`config.mk`:
```
export PLATFORM = sky130hd
export DESIGN_NAME = mem_seq_port
export DESIGN_NICKNAME = d
export VERILOG_FILES = /design/src/rtl/mem_seq_port_pkg.sv /design/src/rtl/mem_seq_port_store.sv /design/src/rtl/mem_seq_port.sv
export SDC_FILE = /design/constraint.sdc
export NUM_CORES = 2
export LEC_CHECK = 0
export BUFFER_PORTS_ARGS = -buffer_cell sky130_fd_sc_hd__buf_2
export CORE_MARGIN = 2
export CORE_UTILIZATION = 25
export CTS_CLUSTER_DIAMETER = 40
export DETAILED_ROUTE_END_ITERATION = 7
export PLACE_DENSITY_LB_ADDON = 0.12
export SETUP_SLACK_MARGIN = 0.02
export SLEW_MARGIN = 10
export SYNTH_ARGS = -nofsm -noshare
export SYNTH_HDL_FRONTEND = slang
export SYNTH_SLANG_ARGS = --single-unit
```
`constraint.sdc`:
```
create_clock -name CLK -period 6.15 [get_ports CLK]
set_clock_uncertainty 0.1 [all_clocks]
set_input_delay 1.5375 -clock CLK [delete_from_list [all_inputs] [get_ports CLK]]
set_output_delay 1.5375 -clock CLK [all_outputs]
set_load 0.005 [all_outputs]
```
`src/rtl/mem_seq_port_pkg.sv`:
```
// mem_seq_port_pkg
//   Shared definitions for the byte-serial memory port: transfer size
//   encodings carried on MS[1:0], the sequencer state type, and small
//   helpers for request validation and read-data extension.
package mem_seq_port_pkg;

    // Transfer size encodings on MS[1:0]
    localparam logic [1:0] MS_BYTE = 2'b00;
    localparam logic [1:0] MS_HALF = 2'b01;
    localparam logic [1:0] MS_WORD = 2'b10;
    localparam logic [1:0] MS_RSVD = 2'b11;

    typedef enum logic [1:0] {
        ST_IDLE,
        ST_WAIT,
        ST_XFER,
        ST_DONE
    } state_t;

    // Index of the final byte of a transfer (N-1).
    function automatic logic [1:0] lastByteIdx(input logic [1:0] size);
        case (size)
            MS_BYTE: return 2'd0;
            MS_HALF: return 2'd1;
            default: return 2'd3;
        endcase
    endfunction

    // A request is rejected when its size is reserved or its address is not
    // a multiple of the access size.
    function automatic logic isMisaligned(input logic [1:0] size, input logic [1:0] addrLow);
        case (size)
            MS_BYTE: return 1'b0;
            MS_HALF: return addrLow[0];
            MS_WORD: return addrLow != 2'b00;
            default: return 1'b1;
        endcase
    endfunction

    // Zero- or sign-extend the assembled read value from the access size.
    function automatic logic [31:0] extendRead(input logic [31:0] raw, input logic [1:0] size,
                                               input logic signExt);
        case (size)
            MS_BYTE: return {{24{signExt & raw[7]}}, raw[7:0]};
            MS_HALF: return {{16{signExt & raw[15]}}, raw[15:0]};
            default: return raw;
        endcase
    endfunction

endpackage

```
`src/rtl/mem_seq_port_store.sv`:
```
// byte_store_256x8
//   Single-port byte store: synchronous write, combinational read.
//   The array is named memory so a bench can inspect it hierarchically.
// Ports
//   clk_i    rising-edge clock for writes
//   we_i     write enable
//   addr_i   byte address (read and write)
//   wdata_i  byte to write
//   rdata_o  byte currently stored at addr_i
module byte_store_256x8 #(
    parameter int ADDR_W = 8
) (
    input  logic              clk_i,
    input  logic              we_i,
    input  logic [ADDR_W-1:0] addr_i,
    input  logic [7:0]        wdata_i,
    output logic [7:0]        rdata_o
);

    logic [7:0] memory [0:2**ADDR_W-1];

    // Contents are deliberately not reset; only the sequencer's enable writes.
    always_ff @(posedge clk_i) begin
        if (we_i) begin
            memory[addr_i] <= wdata_i;
        end
    end

    assign rdata_o = memory[addr_i];

endmodule

```
`src/rtl/mem_seq_port.sv`:
```
// mem_seq_port
//   Byte-serial memory port between the datapath MAR/MDR and a byte store.
//   A MOV request is captured, optionally delayed by WAIT_STATES cycles, then
//   moved one byte per cycle in big-endian order. Completion is signalled on
//   MOC with a four-phase handshake.
// Ports
//   CLK        system clock
//   RESET      synchronous active-high reset
//   MOV        request from the control unit, held until MOC is seen
//   RW         1 = read, 0 = write
//   MS         [1:0] size (byte/half/word/reserved), [2] sign-extend reads
//   ADDR       byte address
//   DATA_IN    write data, byte/halfword in the low bits
//   DATA_OUT   extended read result, held until the next successful read
//   MOC        memory operation complete
//   ALIGN_ERR  request was misaligned or reserved size; valid with MOC
module mem_seq_port
    import mem_seq_port_pkg::*;
#(
    parameter int WAIT_STATES = 1,
    parameter int ADDR_W      = 8
) (
    input  logic              CLK,
    input  logic              RESET,
    input  logic              MOV,
    input  logic              RW,
    input  logic [2:0]        MS,
    input  logic [ADDR_W-1:0] ADDR,
    input  logic [31:0]       DATA_IN,
    output logic [31:0]       DATA_OUT,
    output logic              MOC,
    output logic              ALIGN_ERR
);

    state_t            state_q, state_d;
    logic [ADDR_W-1:0] addr_q, addr_d;
    logic [31:0]       data_q, data_d;
    logic [1:0]        size_q, size_d;
    logic              sign_q, sign_d;
    logic              rw_q, rw_d;
    logic [1:0]        byteIdx_q, byteIdx_d;
    logic [3:0]        waitCnt_q, waitCnt_d;
    logic [23:0]       shift_q, shift_d;
    logic [31:0]       dataOut_q, dataOut_d;
    logic              moc_q, moc_d;
    logic              alignErr_q, alignErr_d;

    logic              storeWe;
    logic [ADDR_W-1:0] storeAddr;
    logic [7:0]        storeWdata;
    logic [7:0]        storeRdata;
    logic [4:0]        wrShift;

    byte_store_256x8 #(.ADDR_W(ADDR_W)) u_store (
        .clk_i   (CLK),
        .we_i    (storeWe),
        .addr_i  (storeAddr),
        .wdata_i (storeWdata),
        .rdata_o (storeRdata)
    );

    // Next-state logic. MOC rises one cycle after DONE is entered, so DONE
    // can only be left once MOC has been visible; this gives a one-cycle MOC
    // pulse when MOV was already dropped during the transfer. The store write
    // is gated by RESET so an aborting edge never writes a further byte.
    always_comb begin
        state_d    = state_q;
        addr_d     = addr_q;
        data_d     = data_q;
        size_d     = size_q;
        sign_d     = sign_q;
        rw_d       = rw_q;
        byteIdx_d  = byteIdx_q;
        waitCnt_d  = waitCnt_q;
        shift_d    = shift_q;
        dataOut_d  = dataOut_q;
        moc_d      = moc_q;
        alignErr_d = alignErr_q;
        storeWe    = 1'b0;
        storeAddr  = addr_q + ADDR_W'(byteIdx_q);
        wrShift    = {lastByteIdx(size_q) - byteIdx_q, 3'b000};
        storeWdata = 8'(data_q >> wrShift);

        case (state_q)
            ST_IDLE: begin
                if (MOV) begin
                    addr_d    = ADDR;
                    data_d    = DATA_IN;
                    size_d    = MS[1:0];
                    sign_d    = MS[2];
                    rw_d      = RW;
                    byteIdx_d = 2'd0;
                    shift_d   = '0;
                    if (isMisaligned(MS[1:0], ADDR[1:0])) begin
                        state_d    = ST_DONE;
                        alignErr_d = 1'b1;
                    end else if (WAIT_STATES == 0) begin
                        state_d = ST_XFER;
                    end else begin
                        state_d   = ST_WAIT;
                        waitCnt_d = 4'(WAIT_STATES);
                    end
                end
            end
            ST_WAIT: begin
                waitCnt_d = waitCnt_q - 4'd1;
                if (waitCnt_q <= 4'd1) begin
                    state_d = ST_XFER;
                end
            end
            ST_XFER: begin
                storeWe   = ~rw_q & ~RESET;
                shift_d   = {shift_q[15:0], storeRdata};
                byteIdx_d = byteIdx_q + 2'd1;
                if (byteIdx_q == lastByteIdx(size_q)) begin
                    state_d = ST_DONE;
                    if (rw_q) begin
                        dataOut_d = extendRead({shift_q, storeRdata}, size_q, sign_q);
                    end
                end
            end
            ST_DONE: begin
                if (!moc_q) begin
                    moc_d = 1'b1;
                end else if (!MOV) begin
                    state_d    = ST_IDLE;
                    moc_d      = 1'b0;
                    alignErr_d = 1'b0;
                end
            end
            default: begin
                state_d = ST_IDLE;
            end
        endcase
    end

    // State and datapath registers with synchronous reset.
    always_ff @(posedge CLK) begin
        if (RESET) begin
            state_q    <= ST_IDLE;
            addr_q     <= '0;
            data_q     <= '0;
            size_q     <= '0;
            sign_q     <= 1'b0;
            rw_q       <= 1'b0;
            byteIdx_q  <= '0;
            waitCnt_q  <= '0;
            shift_q    <= '0;
            dataOut_q  <= '0;
            moc_q      <= 1'b0;
            alignErr_q <= 1'b0;
        end else begin
            state_q    <= state_d;
            addr_q     <= addr_d;
            data_q     <= data_d;
            size_q     <= size_d;
            sign_q     <= sign_d;
            rw_q       <= rw_d;
            byteIdx_q  <= byteIdx_d;
            waitCnt_q  <= waitCnt_d;
            shift_q    <= shift_d;
            dataOut_q  <= dataOut_d;
            moc_q      <= moc_d;
            alignErr_q <= alignErr_d;
        end
    end

    assign DATA_OUT  = dataOut_q;
    assign MOC       = moc_q;
    assign ALIGN_ERR = alignErr_q;

endmodule

```
==> impl_metrics.json <==
{
  "postCtsSetupRepairBufs": 0,
  "synth.yosys.seq_area_share_pct": 75.5,
  "synth_area_um2": 84400,
  "maxSlewViolCount": 0,
  "drt_iter0_markers": 3361,
  "drt_pass1_iterations": 7,
  "num_rows": 213,
  "rsz0062_at_grt": "no",
  "die-height_um": 585,
  "cellPowerDensity_nw_per_um2": 449,
  "clockBufferDepth": 4,
  "antenna_found_initial": 11,
  "cts_hold_buffers": 0,
  "tritoncts": "built",
  "path_max_fanout": 43,
  "wire_per_inst_um": 28.8,
  "wirelength_um": 269000,
  "synth-async-reset-ratio_pct": 0,
  "ys_ff_latch": 2158,
  "drive_gt1_share_pct": 36.1,
  "ys_types": 76,
  "num_vias": 42300,
  "yosysWarningCount": 0,
  "nFillCells": 32400,
  "grt_pass1_vias": 44400,
  "irDropWorstVdd_v": 0.000205,
  "gr-total-overflow": 0,
  "synthToLayoutAreaGrowth_pct": 25.1,
  "cts-root-buf": "clkbuf_16",
  "start_util_pct": 25.1,
  "clkLatencyLatePin_ns": 0.93,
  "final_util_pct": 31.4,
  "period_needed_ns": 5.39,
  "grt_util_all_layers_pct": 15.5,
  "cap_violations": 0,
  "end_kind": "register",
  "setup_viol_count_final": 0,
  "antenna_left": 0,
  "power.total_mw": 47.4,
  "die_width_um": 585,
  "core_area_um2": 336000,
  "cts_sinks": 2158,
  "max-slew-margin-rel_pct": 12.8,
  "numCtsBuffers": 387,
  "syn-num-nets": 4010,
  "period_share_pct": 87.7,
  "io_pins": 81,
  "grt_pass1_wl_um": 374000,
  "fin_nets": 4519,
  "synth_top_flop_cell": "edfxtp_1",
  "setup_tns_ns": 0,
  "worst_pin_slew_ns": 1.30,
  "hold_path_class": "reg -> reg",
  "synthCells": 3953,
  "postCtsResizedCells": 0,
  "crit_type": "reg -> reg",
  "clk_pin_slew_ns": 0.05,
  "worst_ep_required_time_ns": 6.56,
  "drc_errors": 0,
  "gp_congestion": 0.747,
  "htreeDepth": 5,
  "dieArea_um2": 342000,
  "grt_max_degree": 140,
  "finalHoldViolations": 0,
  "avgViaCountPerCell": 4.54,
  "start_kind": "register",
  "place_hpwl_um": 163000,
  "outcome": "finished clean",
  "portBuffers": 80,
  "power_leakage_nw": 31.5,
  "synth-edff-count": 2048,
  "syn_avg_cell_area_um2": 21.3,
  "worstPathArrival_ns": 5.80,
  "fmax_mhz": 185,
  "whs_ns": 0.351
}
layout make-up:
cell class              count  area, um2  area share [%]
clock buffers             434      10100            9.53
clock inverters           286       3580            3.39
flip-flops and latches   2158      63700            60.3
well taps                4515       5650            5.35
repair buffers            365       3090            2.93
diodes                      3       7.51         0.00711
multi-input cells        1537      19400            18.4
inverters                  13       48.8          0.0462
flip-flops by register name, indices dropped and copies added (netlist names):
name            flops
data_q             32
state_q             2
sign_q              1
waitCnt_q           4
ALIGN_ERR           1
MOC                 1
rw_q                1
u_store.memory   2048
byteIdx_q           2
addr_q              8
shift_q            24
DATA_OUT           32
size_q              2
synth_stat cells (10+ instances only):
| cell type | n | share of area [%] |
|---|---|---|
| edfxtp_1 | 2048 | 73 |
| mux4_2 | 632 | 17 |
| nor2_1 | 303 | 1.3 |
| nand2_1 | 180 | 0.80 |
| dfxtp_1 | 110 | 2.6 |
| clkbuf_1 | 101 | 0.45 |
| a21oi_1 | 76 | 0.45 |
| buf_2 | 74 | 0.44 |
| o22ai_1 | 40 | 0.30 |
| nand3_1 | 38 | 0.23 |
| buf_4 | 31 | 0.28 |
| mux2i_1 | 30 | 0.36 |
| buf_6 | 27 | 0.36 |
| nor3_1 | 27 | 0.16 |
| o211ai_1 | 19 | 0.17 |
| nand3b_1 | 16 | 0.14 |
| a211oi_1 | 12 | 0.11 |
| inv_1 | 12 | 0.053 |
| o21ai_0 | 12 | 0.071 |
| a41oi_2 | 10 | 0.19 |
| o221ai_1 | 10 | 0.10 |
worst max-delay path, cell delays in order, from the launching register on:
cell     delay, ns
dfxtp_1       0.37
ha_4          0.21
fa_4          1.23
buf_12        0.37
nand3_1       0.14
nor2_1        0.33
nand2_2       0.78
buf_4         0.45
nor2_1        0.88
cell usage in the layout, fill, tap and decap left out, drive strengths merged, types with 3 or more instances in the layout:
master	count
edfxtp	2048
mux4	635
clkbuf	434
buf	365
nor2	303
nand2	180
clkinv	137
dfxtp	110
a21oi	78
inv	62
bufinv	59
clkinvlp	41
o22ai	41
nand3	38
mux2i	30
nor3	28
o211ai	20
o21ai	20
a211oi	20
nand3b	17
a41oi	16
o221ai	11
ha	9
nor2b	8
nand2b	7
nand4	7
nor4	6
xnor2	6
and3	5
a31oi	5
mux2	4
and2	4
diode	3
or2	3
a21o	3
a311oi	3
o22a	3
xor2	3
kinds of logic (layout without fill, tap and decap cells):
family | Yosys count | count (layout) | synth area share (%)
buf+inv | 258 | 1098 | 1.71
flops | 2158 | 2158 | 75.5
other cells | 0 | 3 | 0
compound gates | 241 | 241 | 2.06
xor+xnor | 9 | 9 | 0.111
mux | 669 | 669 | 17.4
fa+ha+maj | 10 | 10 | 0.157
simple gates | 608 | 608 | 3.09
power breakdown:
part,internal [mW],switching [mW]
Clock,14.4,7.86
Sequential,17.3,0.105
Combinational,2.81,4.93
Total,34.5,12.9
worst paths after layout:
| path | start | to | slack, ns | depth (start not counted) |
|---|---|---|---|---|
| min | shift_q[16] | shift_q[16] | 0.35 | 2 |
| max reg2reg | byteIdx_q[0] | u_store.memory[159][4] | 0.76 | 8 |
| max | byteIdx_q[0] | u_store.memory[159][4] | 0.76 | 8 |
| min reg2reg | shift_q[16] | shift_q[16] | 0.35 | 2 |
metal layers:
metal | GRT usage, % | part of all wire (%)
met5 | 0 | 0
met4 | 3.37 | 2.0
met3 | 2.40 | 4.6
met2 | 24.7 | 47
met1 | 22.4 | 47
stage by stage:
stage	cells	area (um2)	worst slack [ns]
6_report	9311	106000	0.759
5_1_grt	9309	106000	0.602
4_1_cts	9307	106000	0.631
3_5_place_dp	8587	91900	0.632
3_3_place_gp	8586	91900	0.663
2_1_floorplan	3953	84400	1.41
(Power assumes the default switching activity.)
